$ cat src/rtl/frame_capture_s_axis.sv
// AXI-Stream frame capture into a ping-pong BRAM region; optional checksum under FRAME_CAPTURE_SUM_EN.
// Latency: BRAM write 1 cycle after transfer, FRAME_DONE 1 cycle after the last write.
// Backpressure: TREADY low in IDLE, WAIT_BANK and the frame-completion cycle; never depends on TVALID.
module frame_capture_s_axis #(
    parameter int BRAM_DEPTH_BITS      = 11,
    parameter int C_S_AXIS_TDATA_WIDTH = 64,
    parameter int FRAME_WORDS          = 1024
) (
    input  logic                              S_AXIS_ACLK,
    input  logic                              S_AXIS_ARESETN,
    input  logic                              S_AXIS_TVALID,
    input  logic [C_S_AXIS_TDATA_WIDTH-1:0]   S_AXIS_TDATA,
    input  logic [C_S_AXIS_TDATA_WIDTH/8-1:0] S_AXIS_TSTRB,
    input  logic                              S_AXIS_TLAST,
    output logic                              S_AXIS_TREADY,
    input  logic                              ENABLE,
    input  logic [1:0]                        BANK_RELEASE,
    input  logic                              CLEAR_ERR,
    output logic [BRAM_DEPTH_BITS-1:0]        BRAM_ADDR,
    output logic [C_S_AXIS_TDATA_WIDTH-1:0]   BRAM_DATAOUT,
    output logic                              BRAM_WE,
    output logic                              FRAME_DONE,
    output logic                              DONE_BANK,
    output logic [1:0]                        BANK_FULL,
    output logic [31:0]                       FRAME_COUNT,
    output logic                              ERR_SHORT,
    output logic                              ERR_LONG,
    output logic [31:0]                       FRAME_SUM
);
    localparam int AW = BRAM_DEPTH_BITS;
    localparam int CW = (FRAME_WORDS > 1) ? $clog2(FRAME_WORDS) : 1;
    localparam logic [CW-1:0] LAST_IDX   = CW'(FRAME_WORDS - 1);
    localparam logic [AW-1:0] BANK1_BASE = AW'(FRAME_WORDS);

    typedef enum logic [1:0] {IDLE, CAPTURE, DROP, WAIT_BANK} state_t;

    state_t        state, state_next;
    logic          active_bank;
    logic          done_pend;
    logic [CW-1:0] word_ctr;
    logic [1:0]    bank_full;
    logic [1:0]    set_mask;
    logic [AW-1:0] wr_addr;
    logic          xfer, capture_xfer, at_last;
    logic          good_end, short_end, long_end;
    logic          next_bank_busy;
    logic          unused_strb;

    assign unused_strb = ^S_AXIS_TSTRB;

    // done_pend holds off the stream for the single cycle in which the bank swaps
    assign S_AXIS_TREADY = ((state == CAPTURE) && !done_pend) || (state == DROP);

    assign xfer         = S_AXIS_TVALID && S_AXIS_TREADY;
    assign capture_xfer = xfer && (state == CAPTURE);
    assign at_last      = (word_ctr == LAST_IDX);
    assign good_end     = capture_xfer && at_last && S_AXIS_TLAST;
    assign short_end    = capture_xfer && !at_last && S_AXIS_TLAST;
    assign long_end     = capture_xfer && at_last && !S_AXIS_TLAST;
    assign set_mask     = done_pend ? (active_bank ? 2'b10 : 2'b01) : 2'b00;
    assign wr_addr      = active_bank ? (BANK1_BASE + AW'(word_ctr)) : AW'(word_ctr);
    assign next_bank_busy = bank_full[~active_bank] && !BANK_RELEASE[~active_bank];
    assign BANK_FULL    = bank_full;

    always_comb begin
        state_next = state;
        case (state)
            IDLE: begin
                if (ENABLE)
                    state_next = bank_full[active_bank] ? WAIT_BANK : CAPTURE;
            end
            CAPTURE: begin
                if (done_pend) begin
                    if (next_bank_busy)
                        state_next = WAIT_BANK;
                    else if (!ENABLE)
                        state_next = IDLE;
                end else if (long_end) begin
                    state_next = DROP;
                end else if (short_end && !ENABLE) begin
                    state_next = IDLE;
                end else if (!xfer && (word_ctr == '0) && !ENABLE) begin
                    state_next = IDLE;
                end
            end
            DROP: begin
                if (xfer && S_AXIS_TLAST)
                    state_next = ENABLE ? CAPTURE : IDLE;
            end
            WAIT_BANK: begin
                if (!bank_full[active_bank] || BANK_RELEASE[active_bank])
                    state_next = ENABLE ? CAPTURE : IDLE;
            end
            default: state_next = IDLE;
        endcase
    end

    always_ff @(posedge S_AXIS_ACLK) begin
        if (!S_AXIS_ARESETN) begin
            state        <= IDLE;
            active_bank  <= 1'b0;
            done_pend    <= 1'b0;
            word_ctr     <= '0;
            bank_full    <= 2'b00;
            BRAM_WE      <= 1'b0;
            BRAM_ADDR    <= '0;
            BRAM_DATAOUT <= '0;
            FRAME_DONE   <= 1'b0;
            DONE_BANK    <= 1'b0;
            FRAME_COUNT  <= 32'd0;
            ERR_SHORT    <= 1'b0;
            ERR_LONG     <= 1'b0;
        end else begin
            state      <= state_next;
            done_pend  <= good_end;
            BRAM_WE    <= capture_xfer;
            FRAME_DONE <= done_pend;
            bank_full  <= (bank_full & ~BANK_RELEASE) | set_mask;
            // a new error outranks a simultaneous clear
            ERR_SHORT  <= short_end | (ERR_SHORT & ~CLEAR_ERR);
            ERR_LONG   <= long_end | (ERR_LONG & ~CLEAR_ERR);
            if (capture_xfer) begin
                BRAM_ADDR    <= wr_addr;
                BRAM_DATAOUT <= S_AXIS_TDATA;
                if (!good_end)
                    word_ctr <= (S_AXIS_TLAST || at_last) ? '0 : word_ctr + CW'(1);
            end
            if (done_pend) begin
                DONE_BANK   <= active_bank;
                FRAME_COUNT <= FRAME_COUNT + 32'd1;
                active_bank <= ~active_bank;
                word_ctr    <= '0;
            end
        end
    end

`ifdef FRAME_CAPTURE_SUM_EN
    logic [31:0] sum_acc;
    logic [31:0] sum_hold;

    always_ff @(posedge S_AXIS_ACLK) begin
        if (!S_AXIS_ARESETN) begin
            sum_acc  <= 32'd0;
            sum_hold <= 32'd0;
        end else begin
            if (capture_xfer)
                sum_acc <= ((word_ctr == '0) ? 32'd0 : sum_acc)
                         + S_AXIS_TDATA[31:0] + S_AXIS_TDATA[63:32];
            if (done_pend)
                sum_hold <= sum_acc;
        end
    end

    assign FRAME_SUM = sum_hold;
`else
    assign FRAME_SUM = 32'd0;
`endif

endmodule

$ cat config.mk
export PLATFORM = sky130hd
export DESIGN_NAME = frame_capture_s_axis
export DESIGN_NICKNAME = d
export VERILOG_FILES = /design/src/rtl/frame_capture_s_axis.sv
export SDC_FILE = /design/constraint.sdc
export NUM_CORES = 1
export LEC_CHECK = 0
export ABC_CLOCK_PERIOD_IN_PS = 2150
export BUFFER_PORTS_ARGS = -buffer_cell sky130_fd_sc_hd__clkbuf_2
export CAP_MARGIN = 10
export CELL_PAD_IN_SITES_DETAIL_PLACEMENT = 2
export CELL_PAD_IN_SITES_GLOBAL_PLACEMENT = 2
export CORE_AREA = 2 2 111 194
export CTS_BUF_LIST = sky130_fd_sc_hd__clkbuf_8
export DETAILED_ROUTE_END_ITERATION = 6
export DIE_AREA = 0 0 113 196
export GPL_TIMING_DRIVEN = 1
export PLACE_DENSITY_LB_ADDON = 0.15
export SLEW_MARGIN = 20
export SYNTH_ARGS = -nofsm -noshare
export SYNTH_HDL_FRONTEND = slang
export SYNTH_SLANG_ARGS = --single-unit
$ cat constraint.sdc
create_clock -name S_AXIS_ACLK -period 2.15 [get_ports S_AXIS_ACLK]
set_clock_uncertainty 0.05 [all_clocks]
set_input_delay 0.645 -clock S_AXIS_ACLK [delete_from_list [all_inputs] [get_ports S_AXIS_ACLK]]
set_output_delay 0.645 -clock S_AXIS_ACLK [all_outputs]
set_load 0.005 [all_outputs]
# [After elaboration in Yosys (flattened, before gate mapping)]
# Cells that the tools add are included.
[op_classes] n_eq_ne=9 reduce_logical=28 order_cmp=2 addsub=3 muxes=24 bitwise_logic=11
[op_table] operator="$add A32 B1 Y32 const B" n=1
[op_table] operator="$mux W2" n=12
[op_table] operator="$logic_and A1 B1 Y1" n=13
[op_table] operator="$add A11 B10 Y11 const A" n=1
[op_table] operator="$mux W11" n=1
[op_table] operator="$add A10 B1 Y10 const B" n=1
[op_table] operator="$eq A10 B10 Y1 const B" n=1
[op_table] operator="$logic_not A10 Y1" n=1
[op_table] operator="$mux W10" n=1
[op_table] operator="$mux W1" n=9
[op_table] operator="$pmux W2 S4" n=1
[op_table] operator="$logic_not A1 Y1" n=7
[op_table] operator="$ne A5 B3 Y1 const B" n=1
[op_table] operator="$reduce_and A5 Y1" n=1
[op_table] operator="$eq A2 B2 Y1 const B" n=2
[op_table] operator="$lt A1 B2 Y1 const B" n=2
[op_table] operator="$ne A2 B2 Y1 const B" n=2
[op_table] operator="$ne A4 B4 Y1 const B" n=1
[op_table] operator="$not A1 Y1" n=4
[op_table] operator="$logic_or A1 B1 Y1" n=3
[op_table] operator="$and A1 B1 Y1" n=2
[op_table] operator="$and A2 B2 Y2" n=1
[op_table] operator="$eq A2 B1 Y1 const B" n=1
[op_table] operator="$logic_not A2 Y1" n=1
[op_table] operator="6 further kinds" n=7
[word_totals] word_cells=90 regBits=128

# [Longest topological paths before layout]
[logic_depth] word_depth=12 ltp_mapped=7 ltp_nobuf=6

# [Worst setup path before layout]
# Ideal clock, no wire load.
[synth_path] path_kind="input to register" start="in S_AXIS_TVALID" end="reg state[1]" path_stages=4 required_time_ns=2.030 t_arrival_ns=1.684 setup_time_ns=0.070 path_slack_ns=0.346 cell_sequence="nand4bb_1 > or4_1 > a211o_1 > a21oi_1"
[synth_via] elab_chain_len=9
[synth_rtl] element="from (decl)" line_no="11" text="input logic S_AXIS_TVALID,"
[synth_rtl] element="$logic_and A1 B1 Y1 *" line_no="54" text="assign xfer = S_AXIS_TVALID && S_AXIS_TREADY;"
[synth_rtl] element="$logic_and A1 B1 Y1" line_no="55" text="assign capture_xfer = xfer && (state == CAPTURE);"
[synth_rtl] element="$logic_and A1 B1 Y1 (2 in series)" line_no="58" text="assign short_end = capture_xfer && !at_last && S_AXIS_TLAST;"
[synth_rtl] element="$logic_and A1 B1 Y1" line_no="80" text="end else if (short_end && !ENABLE) begin"
[synth_rtl] element="$mux W2" line_no="80"
[synth_rtl] element="$mux W2" line_no="78" text="end else if (long_end) begin"
[synth_rtl] element="$mux W2" line_no="73" text="if (done_pend) begin"
[synth_rtl] element="$pmux W2 S4" line_no="67" text="case (state)"
[synth_rtl] element="to (signal assigned)" line_no="114" text="state <= state_next;"
[synth_rtl] element="to (decl)" line_no="37" text="state_t state, state_next;"
# Every way passes the cells marked *; elsewhere a longest branch is shown, timed or not.
# A chain may end at the register's enable or synchronous reset.

# [Worst setup path in the final report]
[layout_path] start="reg done_pend" end="out S_AXIS_TREADY"
[layout_via] elab_chain_len=3
[layout_rtl] element="from (decl)" line_no="39" text="logic done_pend;"
[layout_rtl] element="from (signal assigned)" line_no="115" text="done_pend <= good_end;"
[layout_rtl] element="$logic_not A1 Y1" line_no="52" text="assign S_AXIS_TREADY = ((state == CAPTURE) && !done_pend) || (state == DROP);"
[layout_rtl] element="$logic_and A1 B1 Y1" line_no="52"
[layout_rtl] element="$logic_or A1 B1 Y1" line_no="52"
[layout_rtl] element="to (decl)" line_no="15" text="output logic S_AXIS_TREADY,"
# No other way between the ends.

==> results.cfg <==
[run_status]
status = finished with violations
violations = DRC

[pwr]
comb_power_share = 0.189
p_leak_nw = 2.90
ir_drop_mv = 0.367
p_switching_mw = 1.71
clockPowerShare = 0.334
sequentialPowerShare = 0.478
p_per_area_nw_per_um2 = 809
switching_share = 0.301
internal_power_mw = 3.96

[synth]
syn_area_um2 = 5480
synthDistinctLibCells = 54
ys_ff_latch = 128
ys_top_cells_by_area = dfxtp_1 47%, nand2_1 12%, a21oi_1 10%
ys_top_cells_by_count = 171 x nand2_1, 128 x dfxtp_1, 112 x a21oi_1
synthFlopType = dfxtp_1
yosysSeqAreaShare = 0.467
syn_inst = 665
async_reset_ff_frac = 0
synth_most_common_cell = nand2_1
synth.largest_area_cell = dfxtp_1
synth_warnings = 0
synth_edf_count = 0
synth_top_area_frac = 0.467
syn_area_per_cell_um2 = 8.25

[floorplanning]
core_area_um2 = 20700
start_util = 0.265
num_rows = 70
dieArea_um2 = 22100
die_h_um = 196
io_pins = 227
die_w_um = 113

[timing]
rsz0062_at_grt = no
layout_setup_ws_ps = 150
fin_crit_ps = 2000
setup_viol = 0
tns_ps = 0
fin_crit_sh = 0.930
fin_hold_ws_ps = 366
hold_viol = 0
max_freq_mhz = 500
drv_slew = 0

[clock_network]
cts_sinks = 128
root_buffer = clkbuf_8
cts_buffer_depth = 2
numCtsBuffers = 17
cts_tree = yes
hold_buffers = 0
clk_latency_ps = 440
path_clk_slew_ps = 70
cts_max_level = 4

[critical_path]
cp_cell_sequence = buf_4 -> o21ai_1 -> clkbuf_2
start_kind = register
endpoint_kind = primary output
worst_path_max_delay_cell = dfxtp_1
required_ps = 1450
timing_worst_setup_path_type = reg -> out
path_delay_family = flip-flops
critPathArrivalTime_ps = 1310
critPathMaxFanout = 7
slowest_delay_ps = 360
path_buf_inv = 2

[global_route]
grt_pass1_vias = 6003
antenna_found_initial = 0
grtUsageTotal = 0.175
grt_max_degree = 83
overflow = 0
grt_pass1_wl_um = 30700

[routing]
final_antenna_net_count = 0
drt_iter0_markers = 130
routedWlPerCell_um = 16.9
firstDrtPassIters = 7
drt-total-wl_um = 18900
vias = 5427
drcViolationCount = 10
via_per_inst = 4.87

[finish]
n_antenna_cell = 0
nets = 934
syn_to_final_growth_pct = 27.7
drive_gt1_frac = 0.298
final_cell_area_um2 = 7000

[placed_design]
port_buffers = 186
gp_congestion = 0.752
placed_area_um2 = 6650
dp_hpwl_um = 14200
dp_slack_ps = -33.9

[flow_run]
drv_cap = 0

[worst_hold_path]
hold_class = in -> reg
## area by class of cell
class / count / area (um2)
timing repair buffer: 209 / 1140
clock buffer: 20 / 275
sequential: 128 / 2570
tap: 252 / 315
clock inverter: 11 / 75.1
inverter: 7 / 27.5
multi-input combinational: 488 / 2600
fill: 2447 / 13700
## path summary, 6_finish.rpt
check,slack [ps],endpoint,cells after the start,startpoint
setup / recovery,150,S_AXIS_TREADY,3,done_pend
hold / removal,370,BRAM_DATAOUT[49],3,S_AXIS_TDATA[49]
setup reg to reg,200,word_ctr[4],5,word_ctr[1]
hold reg to reg,410,BRAM_DATAOUT[25],2,BRAM_DATAOUT[25]
## worst min-delay path: cells and delay by family
family	cells	cell delay (ps)
AOI/OAI and AO/OA	1	50
buffers and inverters	1	80
and+or+nand+nor	1	40
## power by group through the flow
stage                     logic, mW  registers, mW  clock network, mW
after global placement         1.06           2.74                  0
final                          1.07           2.71               1.89
after global routing           1.21           2.73               2.10
after CTS                      1.11           2.70               1.99
after detailed placement       1.11           2.75                  0
after floorplan               0.641           2.72                  0
## routing by layer
metal | track usage | routed length (um) | up-vias
met5 | 0 | 0 | -
met4 | 0.0741 | 504 | 0
met3 | 0.0500 | 957 | 28
met2 | 0.338 | 10700 | 147
met1 | 0.168 | 6740 | 2647
li1 | - | - | 2605
## placed cells by master, fill, tap and decap left out, types with 8 or more instances in the layout
master	instances
nand2_1	171
dfxtp_1	125
buf_4	20
nand2b_1	11
inv_1	10
nand4_1	8
nor2_1	17
a21oi_1	112
clkbuf_2	186
clkbuf_8	20
o31ai_1	18
conb_1	32
o21ai_0	11
or4_1	18
nand3_1	10
## sequential cells by signal, summed over array words and instances (netlist names)
signal and cells:
ERR_LONG 1, BRAM_ADDR 11, FRAME_DONE 1, active_bank 1
BANK_FULL 2, FRAME_COUNT 32, ERR_SHORT 1, BRAM_WE 1
state 2, done_pend 1, DONE_BANK 1, BRAM_DATAOUT 64
word_ctr 10
## per-stage QoR
| stage | power (mW) | std cells | utilization |
|---|---|---|---|
| after global placement | 3.80 | 1084 | 0.321 |
| final | 5.67 | 1115 | 0.339 |
| after detailed placement | 3.86 | 1084 | 0.321 |
| after global routing | 6.05 | 1115 | 0.339 |
| after CTS | 5.80 | 1115 | 0.338 |
| after floorplan | 3.37 | 696 | - |
## cells by family after synthesis
logic type / synth area share
compound gates: 0.164
xor+xnor: 0.0160
fa+ha+maj: 0.00685
buf+inv: 0.0830
flops: 0.467
mux: 0.00570
other cells: 0.000684
simple gates: 0.256
## timing repair
action | 4_1_cts | 5_1_grt
endpoints found under the setup margin | 1 | 8
setup buffers | 0 | 0
resized for setup | 1 | 5
No activity file was read; power rests on OpenSTA's default activity.
